<file path="config.mk">
export PLATFORM = sky130hd
export DESIGN_NAME = axil_slave_regbank_flat
export DESIGN_NICKNAME = d
export VERILOG_FILES = /design/src/rtl/axil_pkg.sv /design/src/rtl/axil_slave_regbank_if.sv /design/src/rtl/axil_reg_bank.sv /design/src/rtl/axil_slave_regbank.sv /design/src/flat_wrapper.sv
export SDC_FILE = /design/constraint.sdc
export NUM_CORES = 1
export LEC_CHECK = 0
export BUFFER_PORTS_ARGS = -buffer_cell sky130_fd_sc_hd__buf_2
export CAP_MARGIN = 20
export CORE_MARGIN = 8
export CORE_UTILIZATION = 48
export CTS_BUF_LIST = sky130_fd_sc_hd__clkbuf_2
export CTS_CLUSTER_SIZE = 12
export DETAILED_ROUTE_END_ITERATION = 8
export PLACE_DENSITY = 0.71
export SKIP_LAST_GASP = 1
export SLEW_MARGIN = 15
export SYNTH_ARGS = -nofsm -noshare
export SYNTH_HDL_FRONTEND = slang
export SYNTH_HIERARCHICAL = 1
export SYNTH_SLANG_ARGS = --single-unit
</file>
<file path="constraint.sdc">
create_clock -name ACLK -period 3.68 [get_ports ACLK]
set_clock_uncertainty 0.1 [all_clocks]
set_input_delay 0.736 -clock ACLK [delete_from_list [all_inputs] [get_ports ACLK]]
set_output_delay 0.736 -clock ACLK [all_outputs]
set_load 0.03 [all_outputs]
</file>
<file path="src/rtl/axil_pkg.sv">
// Shared types for the AXI4-Lite register-bank slave.
// Response codes, channel FSM states and the word-index shift helper.
package axil_pkg;

  typedef enum logic [1:0] {
    OKAY   = 2'b00,
    SLVERR = 2'b10
  } axil_resp_t;

  typedef enum logic [1:0] {
    W_IDLE,
    W_HOLD,
    W_RESP
  } wr_state_t;

  typedef enum logic {
    R_IDLE,
    R_DATA
  } rd_state_t;

  function automatic int idx_shift(input int data_w);
    return $clog2(data_w / 8);
  endfunction

endpackage

</file>
<file path="src/rtl/axil_slave_regbank_if.sv">
// AXI4-Lite bus bundle for the register-bank slave.
// The master drives requests, the slave drives readys and responses.
interface axil_slave_regbank_if #(
  parameter int DATA_W = 32,
  parameter int ADDR_W = 32
);

  logic [ADDR_W-1:0]   AWADDR;
  logic                AWVALID;
  logic                AWREADY;
  logic [DATA_W-1:0]   WDATA;
  logic [DATA_W/8-1:0] WSTRB;
  logic                WVALID;
  logic                WREADY;
  logic [1:0]          BRESP;
  logic                BVALID;
  logic                BREADY;
  logic [ADDR_W-1:0]   ARADDR;
  logic                ARVALID;
  logic                ARREADY;
  logic [DATA_W-1:0]   RDATA;
  logic [1:0]          RRESP;
  logic                RVALID;
  logic                RREADY;

  modport master (
    output AWADDR, AWVALID, input AWREADY,
    output WDATA, WSTRB, WVALID, input WREADY,
    input BRESP, BVALID, output BREADY,
    output ARADDR, ARVALID, input ARREADY,
    input RDATA, RRESP, RVALID, output RREADY
  );

  modport slave (
    input AWADDR, AWVALID, output AWREADY,
    input WDATA, WSTRB, WVALID, output WREADY,
    output BRESP, BVALID, input BREADY,
    input ARADDR, ARVALID, output ARREADY,
    output RDATA, RRESP, RVALID, input RREADY
  );

endinterface

</file>
<file path="src/rtl/axil_reg_bank.sv">
// Word register storage with one strobed write port and one comb read port.
// Byte strobes honoured only when AXIL_SLAVE_WSTRB_EN is defined.
module axil_reg_bank
  import axil_pkg::*;
#(
  parameter int DATA_W   = 32,
  parameter int ADDR_W   = 32,
  parameter int NUM_REGS = 8
) (
  input  logic                clk,
  input  logic                rst_n,
  input  logic                we,
  input  logic [ADDR_W-1:0]   waddr,
  input  logic [DATA_W-1:0]   wdata,
  input  logic [DATA_W/8-1:0] wstrb,
  output logic                wr_ok,
  input  logic [ADDR_W-1:0]   raddr,
  output logic [DATA_W-1:0]   rdata,
  output logic                rd_ok
);

  localparam int SH = idx_shift(DATA_W);
  localparam int IW = (NUM_REGS > 1) ? $clog2(NUM_REGS) : 1;

  logic [DATA_W-1:0] regs [NUM_REGS];
  logic [ADDR_W-1:0] widx;
  logic [ADDR_W-1:0] ridx;

  assign widx  = waddr >> SH;
  assign ridx  = raddr >> SH;
  assign wr_ok = widx < ADDR_W'(NUM_REGS);
  assign rd_ok = ridx < ADDR_W'(NUM_REGS);
  assign rdata = rd_ok ? regs[ridx[IW-1:0]] : '0;

`ifndef AXIL_SLAVE_WSTRB_EN
  logic unused_strb;
  assign unused_strb = ^wstrb;
`endif

  always_ff @(posedge clk or negedge rst_n) begin
    if (!rst_n) begin
      for (int i = 0; i < NUM_REGS; i++) begin
        regs[i] <= '0;
      end
    end else if (we && wr_ok) begin
`ifdef AXIL_SLAVE_WSTRB_EN
      for (int k = 0; k < DATA_W/8; k++) begin
        if (wstrb[k]) begin
          regs[widx[IW-1:0]][8*k +: 8] <= wdata[8*k +: 8];
        end
      end
`else
      regs[widx[IW-1:0]] <= wdata;
`endif
    end
  end

endmodule

</file>
<file path="src/rtl/axil_slave_regbank.sv">
// AXI4-Lite slave over a register bank; independent write and read FSMs.
// Optional byte-strobe writes: define AXIL_SLAVE_WSTRB_EN.
module axil_slave_regbank
  import axil_pkg::*;
#(
  parameter int DATA_W   = 32,
  parameter int ADDR_W   = 32,
  parameter int NUM_REGS = 8
) (
  input logic ACLK,
  input logic ARESETN,
  axil_slave_regbank_if.slave s_axi
);

  localparam int SW = DATA_W / 8;

  logic              rdy_en;
  wr_state_t         w_state;
  logic              aw_full;
  logic              w_full;
  logic [ADDR_W-1:0] aw_addr_q;
  logic [DATA_W-1:0] w_data_q;
  logic [SW-1:0]     w_strb_q;
  logic              bvalid_q;
  axil_resp_t        bresp_q;

  rd_state_t         r_state;
  logic              rvalid_q;
  logic [DATA_W-1:0] rdata_q;
  axil_resp_t        rresp_q;

  logic              aw_rdy;
  logic              w_rdy;
  logic              ar_rdy;
  logic              aw_hs;
  logic              w_hs;
  logic              ar_hs;
  logic              commit;
  logic [ADDR_W-1:0] wr_addr;
  logic [DATA_W-1:0] wr_data;
  logic [SW-1:0]     wr_strb;
  logic              wr_ok;
  logic [DATA_W-1:0] bank_rdata;
  logic              rd_ok;

  // readys stay low until one edge after reset release
  assign aw_rdy = rdy_en && !aw_full && (w_state != W_RESP);
  assign w_rdy  = rdy_en && !w_full && (w_state != W_RESP);
  assign ar_rdy = rdy_en && !rvalid_q;

  assign aw_hs  = s_axi.AWVALID && aw_rdy;
  assign w_hs   = s_axi.WVALID && w_rdy;
  assign ar_hs  = s_axi.ARVALID && ar_rdy;
  assign commit = (aw_full || aw_hs) && (w_full || w_hs);

  assign wr_addr = aw_full ? aw_addr_q : s_axi.AWADDR;
  assign wr_data = w_full ? w_data_q : s_axi.WDATA;
  assign wr_strb = w_full ? w_strb_q : s_axi.WSTRB;

  assign s_axi.AWREADY = aw_rdy;
  assign s_axi.WREADY  = w_rdy;
  assign s_axi.ARREADY = ar_rdy;
  assign s_axi.BVALID  = bvalid_q;
  assign s_axi.BRESP   = bresp_q;
  assign s_axi.RVALID  = rvalid_q;
  assign s_axi.RDATA   = rdata_q;
  assign s_axi.RRESP   = rresp_q;

  axil_reg_bank #(
    .DATA_W   (DATA_W),
    .ADDR_W   (ADDR_W),
    .NUM_REGS (NUM_REGS)
  ) u_bank (
    .clk   (ACLK),
    .rst_n (ARESETN),
    .we    (commit),
    .waddr (wr_addr),
    .wdata (wr_data),
    .wstrb (wr_strb),
    .wr_ok (wr_ok),
    .raddr (s_axi.ARADDR),
    .rdata (bank_rdata),
    .rd_ok (rd_ok)
  );

  always_ff @(posedge ACLK or negedge ARESETN) begin
    if (!ARESETN) begin
      rdy_en <= 1'b0;
    end else begin
      rdy_en <= 1'b1;
    end
  end

  always_ff @(posedge ACLK or negedge ARESETN) begin
    if (!ARESETN) begin
      w_state   <= W_IDLE;
      aw_full   <= 1'b0;
      w_full    <= 1'b0;
      aw_addr_q <= '0;
      w_data_q  <= '0;
      w_strb_q  <= '0;
      bvalid_q  <= 1'b0;
      bresp_q   <= OKAY;
    end else begin
      unique case (w_state)
        W_IDLE, W_HOLD: begin
          if (commit) begin
            aw_full  <= 1'b0;
            w_full   <= 1'b0;
            bvalid_q <= 1'b1;
            bresp_q  <= wr_ok ? OKAY : SLVERR;
            w_state  <= W_RESP;
          end else begin
            if (aw_hs) begin
              aw_full   <= 1'b1;
              aw_addr_q <= s_axi.AWADDR;
            end
            if (w_hs) begin
              w_full   <= 1'b1;
              w_data_q <= s_axi.WDATA;
              w_strb_q <= s_axi.WSTRB;
            end
            if (aw_hs || w_hs) begin
              w_state <= W_HOLD;
            end
          end
        end
        W_RESP: begin
          if (s_axi.BREADY) begin
            bvalid_q <= 1'b0;
            w_state  <= W_IDLE;
          end
        end
        default: w_state <= W_IDLE;
      endcase
    end
  end

  always_ff @(posedge ACLK or negedge ARESETN) begin
    if (!ARESETN) begin
      r_state  <= R_IDLE;
      rvalid_q <= 1'b0;
      rdata_q  <= '0;
      rresp_q  <= OKAY;
    end else begin
      unique case (r_state)
        R_IDLE: begin
          if (ar_hs) begin
            rvalid_q <= 1'b1;
            rdata_q  <= bank_rdata;
            rresp_q  <= rd_ok ? OKAY : SLVERR;
            r_state  <= R_DATA;
          end
        end
        R_DATA: begin
          if (s_axi.RREADY) begin
            rvalid_q <= 1'b0;
            r_state  <= R_IDLE;
          end
        end
        default: r_state <= R_IDLE;
      endcase
    end
  end

endmodule

</file>
<file path="src/flat_wrapper.sv">
// flat-port wrapper written by rule: the top's interface ports become plain ports
module axil_slave_regbank_flat import axil_pkg::*;
#(
  parameter int DATA_W   = 32,
  parameter int ADDR_W   = 32,
  parameter int NUM_REGS = 8
)
  (ACLK, ARESETN, s_axi_AWADDR, s_axi_AWVALID, s_axi_AWREADY, s_axi_WDATA, s_axi_WSTRB, s_axi_WVALID, s_axi_WREADY, s_axi_BRESP, s_axi_BVALID, s_axi_BREADY, s_axi_ARADDR, s_axi_ARVALID, s_axi_ARREADY, s_axi_RDATA, s_axi_RRESP, s_axi_RVALID, s_axi_RREADY);
  axil_slave_regbank_if #(.DATA_W(DATA_W), .ADDR_W(ADDR_W)) s_axi_i ();
  input logic ACLK;
  input logic ARESETN;
  input wire logic [$bits(s_axi_i.AWADDR)-1:0] s_axi_AWADDR;
  input wire logic [$bits(s_axi_i.AWVALID)-1:0] s_axi_AWVALID;
  output wire logic [$bits(s_axi_i.AWREADY)-1:0] s_axi_AWREADY;
  input wire logic [$bits(s_axi_i.WDATA)-1:0] s_axi_WDATA;
  input wire logic [$bits(s_axi_i.WSTRB)-1:0] s_axi_WSTRB;
  input wire logic [$bits(s_axi_i.WVALID)-1:0] s_axi_WVALID;
  output wire logic [$bits(s_axi_i.WREADY)-1:0] s_axi_WREADY;
  output wire logic [$bits(s_axi_i.BRESP)-1:0] s_axi_BRESP;
  output wire logic [$bits(s_axi_i.BVALID)-1:0] s_axi_BVALID;
  input wire logic [$bits(s_axi_i.BREADY)-1:0] s_axi_BREADY;
  input wire logic [$bits(s_axi_i.ARADDR)-1:0] s_axi_ARADDR;
  input wire logic [$bits(s_axi_i.ARVALID)-1:0] s_axi_ARVALID;
  output wire logic [$bits(s_axi_i.ARREADY)-1:0] s_axi_ARREADY;
  output wire logic [$bits(s_axi_i.RDATA)-1:0] s_axi_RDATA;
  output wire logic [$bits(s_axi_i.RRESP)-1:0] s_axi_RRESP;
  output wire logic [$bits(s_axi_i.RVALID)-1:0] s_axi_RVALID;
  input wire logic [$bits(s_axi_i.RREADY)-1:0] s_axi_RREADY;
  assign s_axi_i.AWADDR = s_axi_AWADDR;
  assign s_axi_i.AWVALID = s_axi_AWVALID;
  assign s_axi_AWREADY = s_axi_i.AWREADY;
  assign s_axi_i.WDATA = s_axi_WDATA;
  assign s_axi_i.WSTRB = s_axi_WSTRB;
  assign s_axi_i.WVALID = s_axi_WVALID;
  assign s_axi_WREADY = s_axi_i.WREADY;
  assign s_axi_BRESP = s_axi_i.BRESP;
  assign s_axi_BVALID = s_axi_i.BVALID;
  assign s_axi_i.BREADY = s_axi_BREADY;
  assign s_axi_i.ARADDR = s_axi_ARADDR;
  assign s_axi_i.ARVALID = s_axi_ARVALID;
  assign s_axi_ARREADY = s_axi_i.ARREADY;
  assign s_axi_RDATA = s_axi_i.RDATA;
  assign s_axi_RRESP = s_axi_i.RRESP;
  assign s_axi_RVALID = s_axi_i.RVALID;
  assign s_axi_i.RREADY = s_axi_RREADY;
  axil_slave_regbank #(.DATA_W(DATA_W), .ADDR_W(ADDR_W), .NUM_REGS(NUM_REGS)) u_core (.ACLK(ACLK), .ARESETN(ARESETN), .s_axi(s_axi_i));
endmodule
</file>
# Word level (Yosys, flattened, before mapping)

Index checks and enable logic that the tools add are counted.

Reduce and logical (&&, ||, !) cells: 31
Order comparisons: 5
Muxes and demuxes: 28
Equal/unequal tests: 8
Bitwise logic cells: 4

Operator list:

| operator              | number |
|---|---|
| $bwmux W256           | 1 |
| $mux W32              | 6 |
| $bmux W32 S3          | 1 |
| $demux W32 S3         | 1 |
| $lt A30 B4 Y1 const B | 2 |
| $reduce_and A2 Y1     | 6 |
| $logic_and A1 B1 Y1   | 11 |
| $mux W1               | 10 |
| $mux W2               | 5 |
| $reduce_and A3 Y1     | 3 |
| $ge A4 B4 Y1 const B  | 2 |
| $ne A2 B2 Y1 const B  | 4 |
| $not A3 Y4            | 2 |
| $pmux W1 S2           | 3 |
| $reduce_bool A2 Y1    | 3 |
| $lt A4 B1 Y1 const B  | 1 |
| $pmux W2 S2           | 1 |
| $logic_not A1 Y1      | 3 |
| $logic_or A1 B1 Y1    | 3 |
| $ne A3 B2 Y1 const B  | 1 |
| $eq A2 B1 Y1 const B  | 1 |
| $eq A2 B2 Y1 const B  | 1 |
| $logic_not A2 Y1      | 1 |
| $ne A2 B1 Y1 const B  | 1 |
| other kinds (2)       | 3 |

Flip-flop bits (word level): 364

# Depth between registers and ports, before layout

Depth in word-level cells: 8
Depth in mapped cells: 8
Mapped depth without buffers: 6

# Hierarchy

The synthesis kept the hierarchy.

Modules (own cells, without submodules):

| module             | area each (um2) | cells an instance | instances |
|---|---|---|---|
| axil_reg_bank      | 12254.3         | 724               | 1 |
| axil_slave_regbank | 5225.0          | 343               | 1 |

# Least setup slack after synthesis

OpenSTA, ideal clock, no wires.

Kind: register to register
From: register u_core.aw_full
To: register u_core/u_bank/regs[33] (netlist bit)
Arrival time: 3050 ps
Setup time: 125 ps
Clock period less this slack: 3275 ps
Buffers on the path: 3
Cell stages (with the launch flop): 9
Setup slack: 405 ps
Path through: dfrtp_1 clkbuf_1 buf_1 mux2_2 nor4_2 nand4_4 nor4_4 buf_6 mux2_4

RTL lines:

| element                         | RTL line                  | source |
|---|---|---|
| from (decl)                     | axil_slave_regbank.sv:19  | `logic aw_full;` |
| from (signal assigned)          | axil_slave_regbank.sv:97  | `aw_full <= 1'b0;` |
| from (signal assigned)          | axil_slave_regbank.sv:108 | `aw_full <= 1'b0;` |
| from (signal assigned)          | axil_slave_regbank.sv:115 | `aw_full <= 1'b1;` |
| $mux W32                        | axil_slave_regbank.sv:56  | `assign wr_addr = aw_full ? aw_addr_q : s_axi.AWADDR;` |
| net u_core.wr_addr[8]           | axil_slave_regbank.sv:39  | `logic [ADDR_W-1:0] wr_addr;` |
| $lt A30 B4 Y1                   | axil_reg_bank.sv:31       | `assign wr_ok = widx < ADDR_W'(NUM_REGS);` |
| $logic_and A1 B1 Y1             | axil_reg_bank.sv:45       | `end else if (we && wr_ok) begin` |
| to (signal, indexed assignment) | axil_reg_bank.sv:53       | `regs[widx[IW-1:0]] <= wdata;` |
| to (decl)                       | axil_reg_bank.sv:25       | `logic [DATA_W-1:0] regs [NUM_REGS];` |

The timed path passes the listed nets, and every way through them passes these cells.
A chain may end at the register's enable or synchronous reset.

# Worst setup path after layout

From: register u_core.w_full
To: output s_axi_WREADY

Word-level cells in the longest chain between the ends: 3

RTL lines:

| element                           | RTL line                  | source |
|---|---|---|
| from (decl)                       | axil_slave_regbank.sv:20  | `logic w_full;` |
| from (signal assigned)            | axil_slave_regbank.sv:98  | `w_full <= 1'b0;` |
| from (signal assigned)            | axil_slave_regbank.sv:109 | `w_full <= 1'b0;` |
| from (signal assigned)            | axil_slave_regbank.sv:119 | `w_full <= 1'b1;` |
| $logic_not A1 Y1                  | axil_slave_regbank.sv:48  | `assign w_rdy = rdy_en && !w_full && (w_state != W_RESP);` |
| $logic_and A1 B1 Y1 (2 in series) | axil_slave_regbank.sv:48  |  |
| to (decl)                         | flat_wrapper.sv:18        | `output wire logic [$bits(s_axi_i.WREADY)-1:0] s_axi_WREADY;` |

Every way passes these cells.

==> results.sh <==
export IMPL_final_area_um2=19910
export IMPL_timing_max_slew_rel_slack=0.4870
export IMPL_min_path_type="in2reg"
export IMPL_routed_via_count=9946
export IMPL_die_area_um2=42100
export IMPL_fin_crit_ns=3.385
export IMPL_io_pin_count=148
export IMPL_grt_antenna_before_repair=1
export IMPL_critical_path_arrival_ns=2.55
export IMPL_chipWidth_um=205.2
export IMPL_cts_repair_resize_count=0
export IMPL_cp_start_kind="flip-flop"
export IMPL_gp_congestion=0.7255
export IMPL_setup_viol_count_final=0
export IMPL_syn_cell_area_um2=17180
export IMPL_vias_per_cell=5.420
export IMPL_cts_clk_slew_worst_paths_ns=0.11
export IMPL_grt_pass1_vias=11260
export IMPL_post_cts_repair_setup_buffers=0
export IMPL_static_leakage_power_nw=9.751
export IMPL_num_nets_final=1414
export IMPL_grtUsageTotal=0.1810
export IMPL_cts_buffer_depth=3
export IMPL_cts_max_level=3
export IMPL_area_delta_synth_final_pct=15.92
export IMPL_hold_violations=0
export IMPL_setup_worst_path_end_class="primary output"
export IMPL_y_dimension_of_the_die_um=205.2
export IMPL_start_util=0.4853
export IMPL_postPlaceCellArea_um2=18420
export IMPL_clk_latency_ns=0.96
export IMPL_hold_buffers_post_cts=65
export IMPL_critical_path_required_ns=2.84
export IMPL_critPathKind="reg2out"
export IMPL_cts_root_buf="sky130_fd_sc_hd__clkbuf_2"
export IMPL_grt_pass1_wl_um=60700
export IMPL_power_total_mw=9.188
export IMPL_critical_path_peak_fanout=21
export IMPL_cts_tree="yes"
export IMPL_layout_cells_sized_above_1=0.5645
export IMPL_wire_per_inst_um=20.29
export IMPL_tightest_slew_ns=0.7695
export IMPL_clock_sinks=360
export IMPL_final_max_slew_violation_count=0
export IMPL_number_of_instances_in_the_synthesized_netlist=1049
export IMPL_dp_cells=1608
export IMPL_postLayoutCoreUtil=0.5626
export IMPL_layout_cells_most_common="sky130_fd_sc_hd__dfrtp_1"
export IMPL_num_rows=69
export IMPL_regToRegSetupSlack_ns=0.68
export IMPL_fmax_ghz=0.2954
export IMPL_mostFrequentLayoutCells="359 x sky130_fd_sc_hd__dfrtp_1, 242 x sky130_fd_sc_hd__mux2_2, 146 x sky130_fd_sc_hd__mux2_4"
export IMPL_drtIter0Drc=504
export IMPL_maxCapViolations=0
export IMPL_wire_length_reported_by_the_detailed_router_um=37230
export IMPL_worst_ir_drop_vdd_uv=317.9
export IMPL_ys_warn_count=6
export IMPL_first_pass_iters=4
export IMPL_drcViolationCount=0
export IMPL_grt_start_max_net_pins=93
export IMPL_stdcell_count=1835
export IMPL_cts_made_buffers=93
export IMPL_status="completed"
export IMPL_postRouteAntennaNets=0
export IMPL_detailedPlacementHpwl_um=22300
export IMPL_final_setup_tns_ns=0
export IMPL_synth_area_per_cell_um2=16.38
export IMPL_globalRouteOverflowTotal=0
export IMPL_period_share=0.9198
export IMPL_io_buffers=137
export IMPL_rsz0062_at_grt="no"
export IMPL_core_um2=35400
export IMPL_power_density_nw_per_um2=461.4
-- area by class of cell --
type,instances,area (um^2)
Fill cell,2916,15480
Sequential cell,360,9010
Multi-Input combinational cell,614,7715
Timing Repair Buffer,231,1744
Clock buffer,130,650.6
Tap cell,461,576.8
Clock inverter,31,188.9
Inverter,7,26.28
Antenna cell,1,2.502
-- report_power, final --
part	leakage, nW	internal, mW	total, mW	switching (mW)
clock	0.624	1.10	2.72	1.62
combinational	4.25	0.961	1.89	0.932
sequential	4.88	4.33	4.57	0.241
total	9.75	6.39	9.19	2.79
-- metrics by stage --
stage	setup WS [ns]	hold WS [ns]
global placement	0.5034	0.3620
finish	0.2951	0.1717
global route	0.08378	0.07084
floorplan	0.4644	0.3402
detailed placement	0.4813	0.3720
CTS	0.1524	0.03830
-- flip-flops by register name, indices dropped and copies added, names as in the netlist, 2 cells and up --
signal	cells
u_core/w_data_q	32
u_core/u_bank/regs	256
u_core/w_state	2
u_core/s_axi.RDATA	32
u_core/aw_addr_q	30
-- metal layers --
layer / vias to the layer above / GRT usage / routed length, um
met3: 59 / 0.04140 / 1456
li1: 4453 / - / -
met1: 5241 / 0.2331 / 16480
met4: 0 / 0.05565 / 616
met5: - / 0 / 0
met2: 193 / 0.3020 / 18670
-- worst max-delay path: stages, from the launching register on --
cell and delay (ns):
sky130_fd_sc_hd__dfrtp_2 0.72, sky130_fd_sc_hd__buf_4 0.44, sky130_fd_sc_hd__inv_1 0.14, sky130_fd_sc_hd__and3_1 0.16, sky130_fd_sc_hd__buf_2 0.17
-- final timing paths --
kind,from,cells after the start,endpoint
max,u_core/w_full,4,s_axi_WREADY
min,s_axi_WVALID,3,u_core/w_full
max reg2reg,u_core/aw_full,7,u_core/u_bank/regs[178]
min reg2reg,u_core/aw_addr_q[2],1,u_core/aw_addr_q[2]
max in group asynchronous,ARESETN,3,u_core/u_bank/regs[192]
min in group asynchronous,ARESETN,2,u_core/w_data_q[10]
Note: power is estimated with default switching activity, not from simulation.
